--- src/rtl/dds_ctrl_gen2.sv ---
// DDS controller: phase accumulator + phase offset drive a 4-wave ROM; key steps retune freq/phase.
// Latency: acc -> rom_addr 1 clk -> dac_data ROM_LAT+1 clk; free-running stream, no backpressure.
module dds_ctrl_gen2 #(
  parameter int ACC_W       = 32,
  parameter int ADDR_W      = 12,
  parameter int DATA_W      = 10,
  parameter int FRE_STEP    = 8580,
  parameter int FRE_CNT_MAX = 99,
  parameter int PHA_STEP    = 256,
  parameter int PHA_CNT_MAX = 7,
  parameter int SWEEP_DIV   = 50000,
  parameter int ROM_LAT     = 1
) (
  input  logic              sys_clk,
  input  logic              sys_rst_n,
  input  logic              fre_adjust,
  input  logic              pha_adjust,
  input  logic              sweep_en,
  input  logic [1:0]        wave_sel,
  output logic [ADDR_W+1:0] rom_addr,
  input  logic [DATA_W-1:0] rom_q,
  output logic [DATA_W-1:0] dac_data,
  output logic              dac_valid,
  output logic              start_flag,
  output logic              param_chg
);

  localparam int FI_W = (FRE_CNT_MAX > 0) ? $clog2(FRE_CNT_MAX + 1) : 1;
  localparam int PI_W = (PHA_CNT_MAX > 0) ? $clog2(PHA_CNT_MAX + 1) : 1;
  localparam int SW_W = (SWEEP_DIV > 1) ? $clog2(SWEEP_DIV) : 1;

  localparam logic [ACC_W-1:0]  FRE_STEP_W = ACC_W'(FRE_STEP);
  localparam logic [ADDR_W-1:0] PHA_STEP_W = ADDR_W'(PHA_STEP);
  localparam logic [FI_W-1:0]   FRE_MAX_W  = FI_W'(FRE_CNT_MAX);
  localparam logic [PI_W-1:0]   PHA_MAX_W  = PI_W'(PHA_CNT_MAX);
  localparam logic [SW_W-1:0]   SWEEP_LAST = SW_W'(SWEEP_DIV - 1);

  logic [1:0]        fre_sync, pha_sync;
  logic              fre_prev, pha_prev;
  logic              fre_rise, pha_rise;
  logic [SW_W-1:0]   sweep_cnt;
  logic              sweep_wrap;
  logic              fre_step, pha_step;
  logic [FI_W-1:0]   f_idx;
  logic [ACC_W-1:0]  f_word;
  logic [PI_W-1:0]   p_idx;
  logic [ADDR_W-1:0] p_off;
  logic [ACC_W-1:0]  acc;
  logic [ROM_LAT:0]  valid_sr;

  // Rise pulses are registered, so a step lands on the 4th clock after the key rises.
  always_ff @(posedge sys_clk or negedge sys_rst_n) begin
    if (!sys_rst_n) begin
      fre_sync <= '0;
      pha_sync <= '0;
      fre_prev <= 1'b0;
      pha_prev <= 1'b0;
      fre_rise <= 1'b0;
      pha_rise <= 1'b0;
    end else begin
      fre_sync <= {fre_sync[0], fre_adjust};
      pha_sync <= {pha_sync[0], pha_adjust};
      fre_prev <= fre_sync[1];
      pha_prev <= pha_sync[1];
      fre_rise <= fre_sync[1] & ~fre_prev;
      pha_rise <= pha_sync[1] & ~pha_prev;
    end
  end

  assign sweep_wrap = sweep_en && (sweep_cnt == SWEEP_LAST);
  assign fre_step   = sweep_en ? sweep_wrap : fre_rise;
  assign pha_step   = pha_rise;

  always_ff @(posedge sys_clk or negedge sys_rst_n) begin
    if (!sys_rst_n) begin
      sweep_cnt <= '0;
    end else if (!sweep_en || sweep_wrap) begin
      sweep_cnt <= '0;
    end else begin
      sweep_cnt <= sweep_cnt + SW_W'(1);
    end
  end

  // f_word tracks (f_idx+1)*FRE_STEP by accumulation; p_off wraps naturally in ADDR_W bits.
  always_ff @(posedge sys_clk or negedge sys_rst_n) begin
    if (!sys_rst_n) begin
      f_idx     <= '0;
      f_word    <= FRE_STEP_W;
      p_idx     <= '0;
      p_off     <= '0;
      param_chg <= 1'b0;
    end else begin
      if (fre_step) begin
        if (f_idx == FRE_MAX_W) begin
          f_idx  <= '0;
          f_word <= FRE_STEP_W;
        end else begin
          f_idx  <= f_idx + FI_W'(1);
          f_word <= f_word + FRE_STEP_W;
        end
      end
      if (pha_step) begin
        if (p_idx == PHA_MAX_W) begin
          p_idx <= '0;
          p_off <= '0;
        end else begin
          p_idx <= p_idx + PI_W'(1);
          p_off <= p_off + PHA_STEP_W;
        end
      end
      param_chg <= fre_step | pha_step;
    end
  end

  always_ff @(posedge sys_clk or negedge sys_rst_n) begin
    if (!sys_rst_n) begin
      acc      <= '0;
      rom_addr <= '0;
      dac_data <= '0;
    end else begin
      acc      <= acc + f_word;
      rom_addr <= {~wave_sel, acc[ACC_W-1 -: ADDR_W] + p_off};
      dac_data <= rom_q;
    end
  end

  always_ff @(posedge sys_clk or negedge sys_rst_n) begin
    if (!sys_rst_n) begin
      valid_sr   <= '0;
      dac_valid  <= 1'b0;
      start_flag <= 1'b0;
    end else begin
      valid_sr   <= {valid_sr[ROM_LAT-1:0], 1'b1};
      dac_valid  <= valid_sr[ROM_LAT];
      start_flag <= dac_valid;
    end
  end

endmodule

--- config.mk ---
export PLATFORM = sky130hd
export DESIGN_NAME = dds_ctrl_gen2
export DESIGN_NICKNAME = d
export VERILOG_FILES = /design/src/rtl/dds_ctrl_gen2.sv
export SDC_FILE = /design/constraint.sdc
export NUM_CORES = 1
export LEC_CHECK = 0
export ABC_AREA = 0
export CORE_MARGIN = 2
export CORE_UTILIZATION = 58
export DETAILED_ROUTE_END_ITERATION = 6
export PLACE_DENSITY = 0.81
export SLEW_MARGIN = 0
export SYNTH_ARGS = -nofsm -noshare
export SYNTH_HDL_FRONTEND = slang
export SYNTH_SLANG_ARGS = --single-unit
--- constraint.sdc ---
create_clock -name sys_clk -period 5.55 [get_ports sys_clk]
set_input_delay 0.555 -clock sys_clk [delete_from_list [all_inputs] [get_ports sys_clk]]
set_output_delay 0.555 -clock sys_clk [all_outputs]
set_load 0.05 [all_outputs]
; ---- Word-level counts from Yosys, hierarchy flattened
; Cells that the tools add are included.
[word_totals]
reg_bits = 139
in_bits = 17
output_inout_bits = 27
elab_cells = 43
[op_classes]
addsub = 7
n_eq_ne = 3
muxes = 6
bitwise = 6
n_reduce_logical = 3
[ops]
columns = op, n
row1 = $add 32x14->32 const B, 1
row2 = $add 32x32->32, 1
row3 = $mux 32, 1
row4 = $add 16x1->16 const B, 1
row5 = $eq 16x16->1 const B, 1
row6 = $mux 16, 1
row7 = $add 12x12->12, 1
row8 = $add 12x9->12 const B, 1
row9 = $mux 12, 1
row10 = $add 7x1->7 const B, 1
row11 = $eq 7x7->1 const B, 1
row12 = $mux 7, 1
row13 = $add 3x1->3 const B, 1
row14 = $eq 3x3->1 const B, 1
row15 = $mux 3, 1
row16 = $and 1x1->1, 2
row17 = $not 1->1, 2
row18 = $not 2->2, 1
row19 = $logic_and 1x1->1, 1
row20 = $logic_not 1->1, 1
row21 = $logic_or 1x1->1, 1
row22 = $mux 1, 1
row23 = $or 1x1->1, 1

; ---- Logic depth before layout (Yosys ltp)
[logic_depth]
word_depth = 4
ltp_mapped = 8
ltp_nobuf = 7

; ---- Worst setup path before layout
; No wires, ideal clock.
[synth_timing]
path_kind = register to register
startpoint = reg f_word[5]
endpoint = reg acc[19]
setup_time_ns = 0.080
arrival_time_ns = 2.202
path_slack_ns = 3.268
stages_incl_launch_ff = 8
n_path_buf = 0
period_less_slack_ns = 2.282
path_cell_list = dfrtp_1 ha_1 a21o_1 a221o_1 a211oi_2 nor2_1 a311oi_1 xnor2_1
[synth_via]
elab_chain_len = 1
[synth_rtl]
columns = item, line_no
row1 = from (decl), 45  ; logic [ACC_W-1:0] f_word;
row2 = from (signal assigned), 99  ; f_word <= f_word + FRE_STEP_W;
row3 = $add 32x32->32, 121  ; acc <= acc + f_word;
row4 = to (signal assigned), 121
row5 = to (decl), 48  ; logic [ACC_W-1:0] acc;
; Every way passes these cells.
; A chain may end at the register's enable or synchronous reset.

; ---- Final worst setup path
[layout_timing]
startpoint = reg f_word[3]
endpoint = reg acc[28]
; Same word-level chain as after synthesis.

==> impl_metrics.ini <==
[sta]
layout_setup_ws_ns = 2.808
final.period_utilization = 0.4941
post-route-min-period_ns = 2.742
fin_skew_ns = 0.009564
setup_tns_ns = 0
worst_slew_margin_rel = 0.3663
worstMarginPinSlew_ns = 0.9506
drv_slew = 0
rsz0062_at_grt = false
hold_viol_final = 0
fin_hold_ws_ns = 0.2752
max_freq_ghz = 0.3647
setup_viol = 0

[floorplanning]
dieArea_sq_um = 12220
pin_count = 44
die_w_um = 110.6
die_y_um = 110.6
num_rows = 38
start_util = 0.5997
core_sq_um = 10980

[logic_synthesis]
ys_ff_latch = 127
synth_top_area_share = 0.4673
synth.most_common_cell = dfrtp_1
yosys_warnings = 0
synth_area_per_cell_sq_um = 10.13
synth_area_leaders = dfrtp_1, ha_1, xnor2_1, o21ai_0, xor2_1
yosys_most_used_dff = dfrtp_1
async_flop_share = 1.000
syn-cell-area_sq_um = 6586
synth_top_cell_by_area = dfrtp_1
synth-seq-area-share = 0.4833
synth_common_cells = dfrtp_1, nand2_1, nor2_1, o21ai_0, a21oi_1
synth-edff-count = 0
yosysUniqueCellTypes = 69
netlist_instances = 650

[clock_network]
cts_tree = done
numCtsBuffers = 17
cts-resized-gates = 0
htree_num_levels = 4
cts_setup_buffers = 0
cts_sinks = 127
path_clk_slew_ns = 0.06
clockBufferDepth = 2
hold_buffers = 0
clk_latency_ns = 0.43
root_buffer = clkbuf_16

[power]
ir_drop_mv = 0.4358
combPwrFrac = 0.387
pwr_density_cell_nw_per_um2 = 528.0
p_leak_nw = 3.478
p_sw_mw = 1.563
power_frac_seq = 0.332
power_mw = 4.068
clkPwrFrac = 0.281
swShare = 0.3841
p_int_mw = 2.505

[setup_path]
startpoint_type = flip-flop
worstPathCellList = ha_1 -> a21oi_1 -> o2bb2ai_1 -> a2111oi_1 -> nor2_1 -> a311o_1 -> o311ai_1
worstPathArrival_ns = 3.06
cp-end-kind = flip-flop
path_class = flip-flop to flip-flop
worstPathMaxFanout = 5
worst-endpoint-required_ns = 5.87
slowest_stage = a2111oi_1
worst_path_largest_cell_delay_ns = 0.65

[drt]
maxUsedRoutingLayer = met4
wl_met1_um = 6400
drt_iter0_drc = 392
dr.pass1.iters = 5
wl_met3_um = 579
wl_met2_um = 7001
drcViolationCount = 0
wl_um = 14220
via_count = 5050
routed_via_density = 5.976
wire_per_inst_um = 16.82
ant_nets = 0

[global_route]
grt_pass1_vias = 4957
grt_max_degree = 78
antenna_found_initial = 0
grt_util_all_layers = 0.2418
grt-ovfl-total = 0
grt_pass1_wl_um = 23970

[final_layout]
syn_to_final_growth_pct = 16.98
utilization = 0.7015
diodes = 0
final_layout_size_suffix_gt1_frac = 0.07943
fin_nets = 749

[run]
max-cap-violations = 0

[outcome]
status = finished clean

[min_path]
min_path_type = primary input to async pin

[placement]
gp_congestion = 0.8778
dp_hpwl_um = 9579
io_buffers = 43
post-place-ws_ns = 2.868
## flip-flops by register name (all words and copies together), names as in the netlist, 3 cells and up
name       flops
acc           30
f_word        30
sweep_cnt     16
rom_addr      14
dac_data      10
f_idx          7
p_off          4
p_idx          3
## cell type report
cell class	instances	area, sq um
Clock buffer	19	442.9
Clock inverter	13	162.7
Inverter	18	67.56
Timing Repair Buffer	45	442.9
Sequential cell	127	3183
Multi-Input combinational cell	483	3231
Fill cell	777	3278
Tap cell	140	175.2
## path summary, 6_finish.rpt
check,from,endpoint,slack (ns),depth (start not counted)
max,f_word[3],acc[28],2.81,7
min,sys_rst_n,pha_sync[0],0.28,1
max reg2reg,f_word[3],acc[28],2.81,7
min reg2reg,valid_sr[0],valid_sr[1],0.35,0
max in group asynchronous,sys_rst_n,acc[9],4.04,2
min in group sys_clk,valid_sr[0],valid_sr[1],0.35,0
## routing by layer
metal  up-vias  GRT usage
met1      2480     0.3187
li1       2436          -
met4         0    0.09250
met2       118     0.3849
met5         -          0
met3        16    0.06422
## power groups by stage
stage               combinational (mW)  sequential (mW)  clock (mW)
floorplan                         1.07             1.44           0
global placement                  1.49             1.35           0
detailed placement                1.54             1.36           0
CTS                               1.57             1.35        1.15
global route                      1.75             1.38        1.20
finish                            1.58             1.35        1.14
## cell usage in the layout, fill, tap and decap left out, types with 4 or more instances in the layout
| cell type | instances |
|---|---|
| o21ai_0 | 51 |
| o31ai_1 | 5 |
| xnor2_1 | 31 |
| nand2_1 | 52 |
| o21bai_1 | 4 |
| a21o_1 | 15 |
| nor3_1 | 13 |
| nor2b_1 | 4 |
| nor2_1 | 52 |
| nand2b_1 | 7 |
| mux2_2 | 4 |
| nand4_1 | 12 |
| a21oi_1 | 41 |
| clkbuf_16 | 17 |
| and3_1 | 12 |
| inv_1 | 18 |
| dfrtp_1 | 123 |
| clkdlybuf4s50_1 | 42 |
| dfstp_2 | 4 |
| ha_1 | 39 |
| nand3_1 | 26 |
| xor2_1 | 25 |
| and4_1 | 4 |
| a31oi_1 | 12 |
| a211oi_1 | 4 |
## logic make-up (layout without fill, tap and decap cells)
family | Yosys count | count (layout) | share of synthesized area
buffers and inverters | 41 | 95 | 0.02736
DFF | 127 | 127 | 0.4833
xor gates and xnor gates | 56 | 56 | 0.07447
muxes | 8 | 8 | 0.01292
and+or+nand+nor | 209 | 209 | 0.1624
adders and majority gates | 40 | 40 | 0.07713
other | 2 | 3 | 0.001140
AOI/OAI and AO/OA | 167 | 167 | 0.1613
## worst max-delay path: cells and delay by family, from the launching register on
kind / cells / cell delay, ns
AO/OA/AOI/OAI: 5 / 1.66
flip-flops: 1 / 0.41
adder cells (fa/ha/maj): 1 / 0.35
AND/OR/NAND/NOR: 1 / 0.22
## stage by stage
step	cell area, sq um	instances
finish	7705	845
floorplan	6590	651
global route	7705	845
detailed placement	7099	813
CTS	7705	845
global placement	7099	813
No activity file was read; power rests on OpenSTA's default activity.
